<file path="src/rtl/friscv_pkg.sv">
// Shared architecture constants and fetch-stage types for the friscv core.
package friscv_pkg;

    localparam int ARCH       = 32;
    localparam int ARCH_BYTES = ARCH / 8;
    localparam int ALIGN_BITS = $clog2(ARCH_BYTES);

    localparam logic [ARCH-1:0] PC_STEP = ARCH'(ARCH_BYTES);

    typedef enum logic [1:0] {
        IDLE = 2'd0,
        REQ  = 2'd1,
        WAIT = 2'd2,
        HOLD = 2'd3
    } fetch_state_t;

    // Clears the sub-word offset so a target always lands on an instruction boundary.
    function automatic logic [ARCH-1:0] align_addr(input logic [ARCH-1:0] addr);
        return {addr[ARCH-1:ALIGN_BITS], {ALIGN_BITS{1'b0}}};
    endfunction

endpackage

</file>
<file path="src/rtl/fetch_buf.sv">
// Output holding register for one fetched instruction: word, its PC and PC + one word.
module fetch_buf
    import friscv_pkg::*;
(
    input  logic            clk,
    input  logic            rst,
    input  logic            load,
    input  logic            clear,
    input  logic [31:0]     data_in,
    input  logic [ARCH-1:0] pc_in,
    output logic            valid,
    output logic [31:0]     data,
    output logic [ARCH-1:0] pc,
    output logic [ARCH-1:0] pc_incr
);

    // Contents are kept after clear so the outputs only move on a new load.
    always_ff @(posedge clk) begin
        if (rst) begin
            valid   <= 1'b0;
            data    <= '0;
            pc      <= '0;
            pc_incr <= '0;
        end else if (load) begin
            valid   <= 1'b1;
            data    <= data_in;
            pc      <= pc_in;
            pc_incr <= pc_in + PC_STEP;
        end else if (clear) begin
            valid   <= 1'b0;
        end
    end

endmodule

</file>
<file path="src/rtl/mux_2_way.sv">
// Generic two-input multiplexer: y = sel ? d1 : d0.
module mux_2_way #(
    parameter int W = 32
) (
    input  logic         sel,
    input  logic [W-1:0] d0,
    input  logic [W-1:0] d1,
    output logic [W-1:0] y
);

    assign y = sel ? d1 : d0;

endmodule

</file>
<file path="src/rtl/fetch_ctrl.sv">
// Instruction fetch controller: one outstanding imem request, redirect/kill handling,
// and a single-entry holding register towards decode.
module fetch_ctrl
    import friscv_pkg::*;
#(
    parameter logic [ARCH-1:0] RESET_VECTOR = '0
) (
    input  logic            clk,
    input  logic            rst,
    input  logic            redirect_in,
    input  logic [ARCH-1:0] redirect_addr_in,
    output logic            imem_req_out,
    output logic [ARCH-1:0] imem_addr_out,
    input  logic            imem_gnt_in,
    input  logic            imem_rvalid_in,
    input  logic [31:0]     imem_rdata_in,
    output logic            instr_valid_out,
    input  logic            instr_ready_in,
    output logic [31:0]     instr_out,
    output logic [ARCH-1:0] instr_pc_out,
    output logic [ARCH-1:0] instr_pc_incr_out,
    output logic            misalign_out,
    output fetch_state_t    dbg_state_out
);

    // Handshakes: imem request completes in the cycle imem_req_out && imem_gnt_in; its
    // data returns on a later imem_rvalid_in. An instruction transfers to decode in the
    // cycle instr_valid_out && instr_ready_in; outputs hold steady until that cycle.

    fetch_state_t    state;
    logic [ARCH-1:0] pc;
    logic            kill;
    logic            req_q;
    logic            misalign_q;

    logic [ARCH-1:0] pc_seq;
    logic [ARCH-1:0] pc_target;
    logic [ARCH-1:0] pc_next;
    logic            buf_load;
    logic            buf_clear;

    assign pc_seq    = pc + PC_STEP;
    assign pc_target = align_addr(redirect_addr_in);

    mux_2_way #(.W(ARCH)) u_pc_mux (
        .sel (redirect_in),
        .d0  (pc_seq),
        .d1  (pc_target),
        .y   (pc_next)
    );

    // A response is kept only if nothing redirected while it was in flight.
    assign buf_load  = (state == WAIT) && imem_rvalid_in && !kill && !redirect_in;
    assign buf_clear = (state == HOLD) && (instr_ready_in || redirect_in);

    fetch_buf u_fetch_buf (
        .clk     (clk),
        .rst     (rst),
        .load    (buf_load),
        .clear   (buf_clear),
        .data_in (imem_rdata_in),
        .pc_in   (pc),
        .valid   (instr_valid_out),
        .data    (instr_out),
        .pc      (instr_pc_out),
        .pc_incr (instr_pc_incr_out)
    );

    always_ff @(posedge clk) begin
        if (rst) begin
            state      <= IDLE;
            pc         <= RESET_VECTOR;
            kill       <= 1'b0;
            req_q      <= 1'b0;
            misalign_q <= 1'b0;
        end else begin
            misalign_q <= redirect_in && (redirect_addr_in[ALIGN_BITS-1:0] != '0);
            if (redirect_in || buf_load) begin
                pc <= pc_next;
            end
            case (state)
                IDLE: begin
                    state <= REQ;
                    req_q <= 1'b1;
                end
                REQ: begin
                    if (imem_gnt_in) begin
                        state <= WAIT;
                        req_q <= 1'b0;
                        kill  <= redirect_in;
                    end
                end
                WAIT: begin
                    if (imem_rvalid_in) begin
                        kill <= 1'b0;
                        if (kill || redirect_in) begin
                            state <= REQ;
                            req_q <= 1'b1;
                        end else begin
                            state <= HOLD;
                        end
                    end else if (redirect_in) begin
                        kill <= 1'b1;
                    end
                end
                HOLD: begin
                    if (instr_ready_in || redirect_in) begin
                        state <= REQ;
                        req_q <= 1'b1;
                    end
                end
                default: begin
                    state <= IDLE;
                    req_q <= 1'b0;
                end
            endcase
        end
    end

    assign imem_req_out  = req_q;
    assign imem_addr_out = pc;
    assign misalign_out  = misalign_q;
    assign dbg_state_out = state;

endmodule

</file>
<file path="config.mk">
export PLATFORM = sky130hd
export DESIGN_NAME = fetch_ctrl
export DESIGN_NICKNAME = d
export VERILOG_FILES = /design/src/rtl/friscv_pkg.sv /design/src/rtl/fetch_buf.sv /design/src/rtl/mux_2_way.sv /design/src/rtl/fetch_ctrl.sv
export SDC_FILE = /design/constraint.sdc
export NUM_CORES = 1
export LEC_CHECK = 0
export ABC_AREA = 0
export CAP_MARGIN = 30
export CORE_MARGIN = 1.5
export CORE_UTILIZATION = 34
export DETAILED_ROUTE_END_ITERATION = 10
export SETUP_SLACK_MARGIN = 0.2
export SLEW_MARGIN = 20
export SYNTH_ARGS = -nofsm -noshare
export SYNTH_HDL_FRONTEND = slang
export SYNTH_HIERARCHICAL = 1
export SYNTH_SLANG_ARGS = --single-unit
</file>
<file path="constraint.sdc">
create_clock -name clk -period 6.12 [get_ports clk]
set_clock_uncertainty 0.1 [all_clocks]
set_input_delay 1.224 -clock clk [delete_from_list [all_inputs] [get_ports clk]]
set_output_delay 1.224 -clock clk [all_outputs]
set_load 0.01 [all_outputs]
</file>
==> qor.yml <==
tritoncts: "yes"
wl_per_cell_um: 16.0
hp-class: "flip-flop to flip-flop"
worstMarginPinSlew_ns: 0.882
synth.top_cell.area_share_pct: 40.9
hpwlAfterDp_um: 12400
path_clk_slew_ns: 0.06
p_leak_nw: 3.14
track_usage_pct: 18.6
r2r_end: "u_fetch_buf/pc_incr[24]$_SDFFE_PP0P_"
irDropWorstVdd_mv: 0.192
yosys_warnings: 6
cp-startpoint: "imem_addr_out[6]$_SDFFE_PP0P_"
cp_slowest_cell: "dfxtp_1"
crit_path_max_incr_delay_ns: 0.78
antenna_found_initial: 0
postCtsHoldBufs: 0
path_cells: "clkdlybuf4s50_1"
synthTopCellsByArea: "dfxtp_1, mux2i_1, mux2_4, nor2_1, nand2_1"
drtIter0Drc: 293
yosysSeqAreaShare_pct: 40.9
die_h_um: 141
num_rows: 50
crit_arrival_ns: 1.87
routabilityCongestion: 0.781
postCtsResizedCells: 0
dr.pass1.iters: 5
hold_depth: 2
drv_cap: 0
setup_viol: 0
via_per_inst: 4.95
path_max_fanout: 15
clock-root-buffer: "clkbuf_16"
ioPinCount: 203
grt_pass1_vias: 5347
powerDensity_nw_per_um2: 239
hold_viol_final: 0
vias: 5669
min_to: "u_fetch_buf/pc[29]$_SDFFE_PP0P_"
synth_seq_cells: 132
grt_max_degree: 84
fmax_ghz: 0.313
fp.coreArea_um2: 18600
cts_inserted_buffers: 17
finalSetupTns_ns: 0
ys_top_cells_by_count: "dfxtp_1, nor2_1, nand2_1, mux2i_1, a21oi_1"
num_antenna_cells: 0
synth_edf_count: 0
final_core_util_pct: 49.4
period_minus_slack_ns: 3.19
clock_path_buffers: 2
layout_setup_ws_ns: 2.93
rr_startpoint: "imem_addr_out[2]$_SDFFE_PP0P_"
postCtsSetupRepairBufs: 0
dieWidth_um: 141
start_util_pct: 34.7
cp-start-kind: "flip-flop"
reg2reg_depth: 5
wl_um: 18400
yosysTopAreaCell: "dfxtp_1"
synthCells: 716
pre_cts_ws_ns: 2.28
r2r_slack_ns: 3.29
yosysMostFrequentCell: "dfxtp_1"
grt_first_pass_wirelength_um: 29200
synth_area_per_cell_um2: 9.03
crit_path_end_kind: "output pin"
async_reset_ff_share_pct: 0
htree_levels: 4
path_delay_family: "flip-flops"
portBuffers: 202
maxSlewHeadroom_pct: 40.7
gr-total-overflow: 0
synth_ff_type: "dfxtp_1"
status: "finished, final reports clean"
critPathRequiredTime_ns: 4.80
drc_errors: 0
maxSlewViolCount: 0
yosysUniqueCellTypes: 48
holdCritStartpoint: "u_fetch_buf/pc[29]$_SDFFE_PP0P_"
insertion_delay_ns: 0.42
cts_sinks: 132
final_antenna_net_count: 0
area_delta_synth_final_pct: 42.6
crit_buf_inv: 1
critPathKind: "flip-flop to output pin"
fin_crit_sh_pct: 52.1
die-area_um2: 19800
netlist_area_um2: 6460
drive_gt1_share_pct: 9.10
rsz0062_at_grt: "no"
nets: 974
-- worst max path at each step --
| stage | to | cells past startpoint | slack [ns] |
|---|---|---|---|
| 3_3_place_gp | u_fetch_buf/pc_incr[26]$_SDFFE_PP0P_ | 8 | 2.38 |
| 3_5_place_dp | u_fetch_buf/pc_incr[26]$_SDFFE_PP0P_ | 8 | 2.28 |
| 2_1_floorplan | u_fetch_buf/pc[4]$_SDFFE_PP0P_ | 7 | 3.07 |
| 5_1_grt | u_fetch_buf/pc_incr[31]$_SDFFE_PP0P_ | 9 | 2.83 |
| 4_1_cts | u_fetch_buf/pc_incr[26]$_SDFFE_PP0P_ | 8 | 2.73 |
| 6_report | imem_addr_out[6] | 1 | 2.93 |
-- cell families after synthesis --
logic type	Yosys count	synth area share, %
AOI/OAI and AO/OA	92	9.22
xor gates and xnor gates	40	5.42
adders and majority gates	5	0.968
buffers and inverters	57	4.57
DFF	132	40.9
muxes	92	16.6
other	1	0.0580
and+or+nand+nor	297	22.2
-- routing by layer --
metal	global-route usage, %	vias up	wire length, um
li1	-	2897	-
met1	23.9	2586	8480
met2	29.6	169	8380
met3	6.11	17	1280
met4	5.70	0	232
met5	0	-	0
-- registers in the layout, indices dropped and copies added, names as in the netlist --
register             flops
dbg_state_out            2
imem_addr_out           32
imem_req_out             1
kill                     1
misalign_out             1
u_fetch_buf/data        32
u_fetch_buf/pc          32
u_fetch_buf/pc_incr     30
u_fetch_buf/valid        1
-- cell usage in the layout (no fill, tap or decap), types with 7 or more instances in the layout --
cell / Yosys / layout
a211oi_1: 17 / 17
a21oi_1: 44 / 43
a311oi_1: 11 / 11
and3_1: 9 / 9
and4_1: 10 / 10
clkbuf_16: 0 / 17
clkdlybuf4s50_1: 0 / 200
dfxtp_1: 132 / 132
inv_1: 11 / 11
mux2_4: 30 / 30
mux2i_1: 59 / 59
nand2_1: 93 / 93
nand3_1: 24 / 24
nand4_1: 20 / 20
nor2_1: 96 / 96
nor3_1: 7 / 7
nor4_1: 8 / 8
o21ai_0: 7 / 7
xnor2_1: 34 / 34
-- power breakdown --
part           total, mW  switching, mW  internal (mW)  leakage, nW
logic              0.227         0.0929          0.134         1.79
registers          0.928         0.0469          0.881         1.07
clock network       1.05          0.406          0.645        0.284
total               2.21          0.546           1.66         3.14
-- through the flow --
stage                     hold WS, ns  power, mW  instances  cell area [um2]
after global routing            0.407       2.30       1146             9210
after CTS                       0.372       2.24       1145             9190
final                           0.372       2.21       1146             9210
after floorplan                 0.357       1.06        717             6470
after detailed placement        0.362       1.17       1113             8580
after global placement          0.356       1.17       1112             8560
-- layout make-up --
| class | count | area (um2) |
|---|---|---|
| fill | 1789 | 9430 |
| multi-input combinational | 528 | 3530 |
| sequential | 132 | 2640 |
| timing repair buffer | 209 | 2090 |
| clock buffer | 18 | 429 |
| tap | 234 | 293 |
| clock inverter | 14 | 178 |
| inverter | 11 | 41.3 |
No activity file was read; power rests on OpenSTA's default activity.
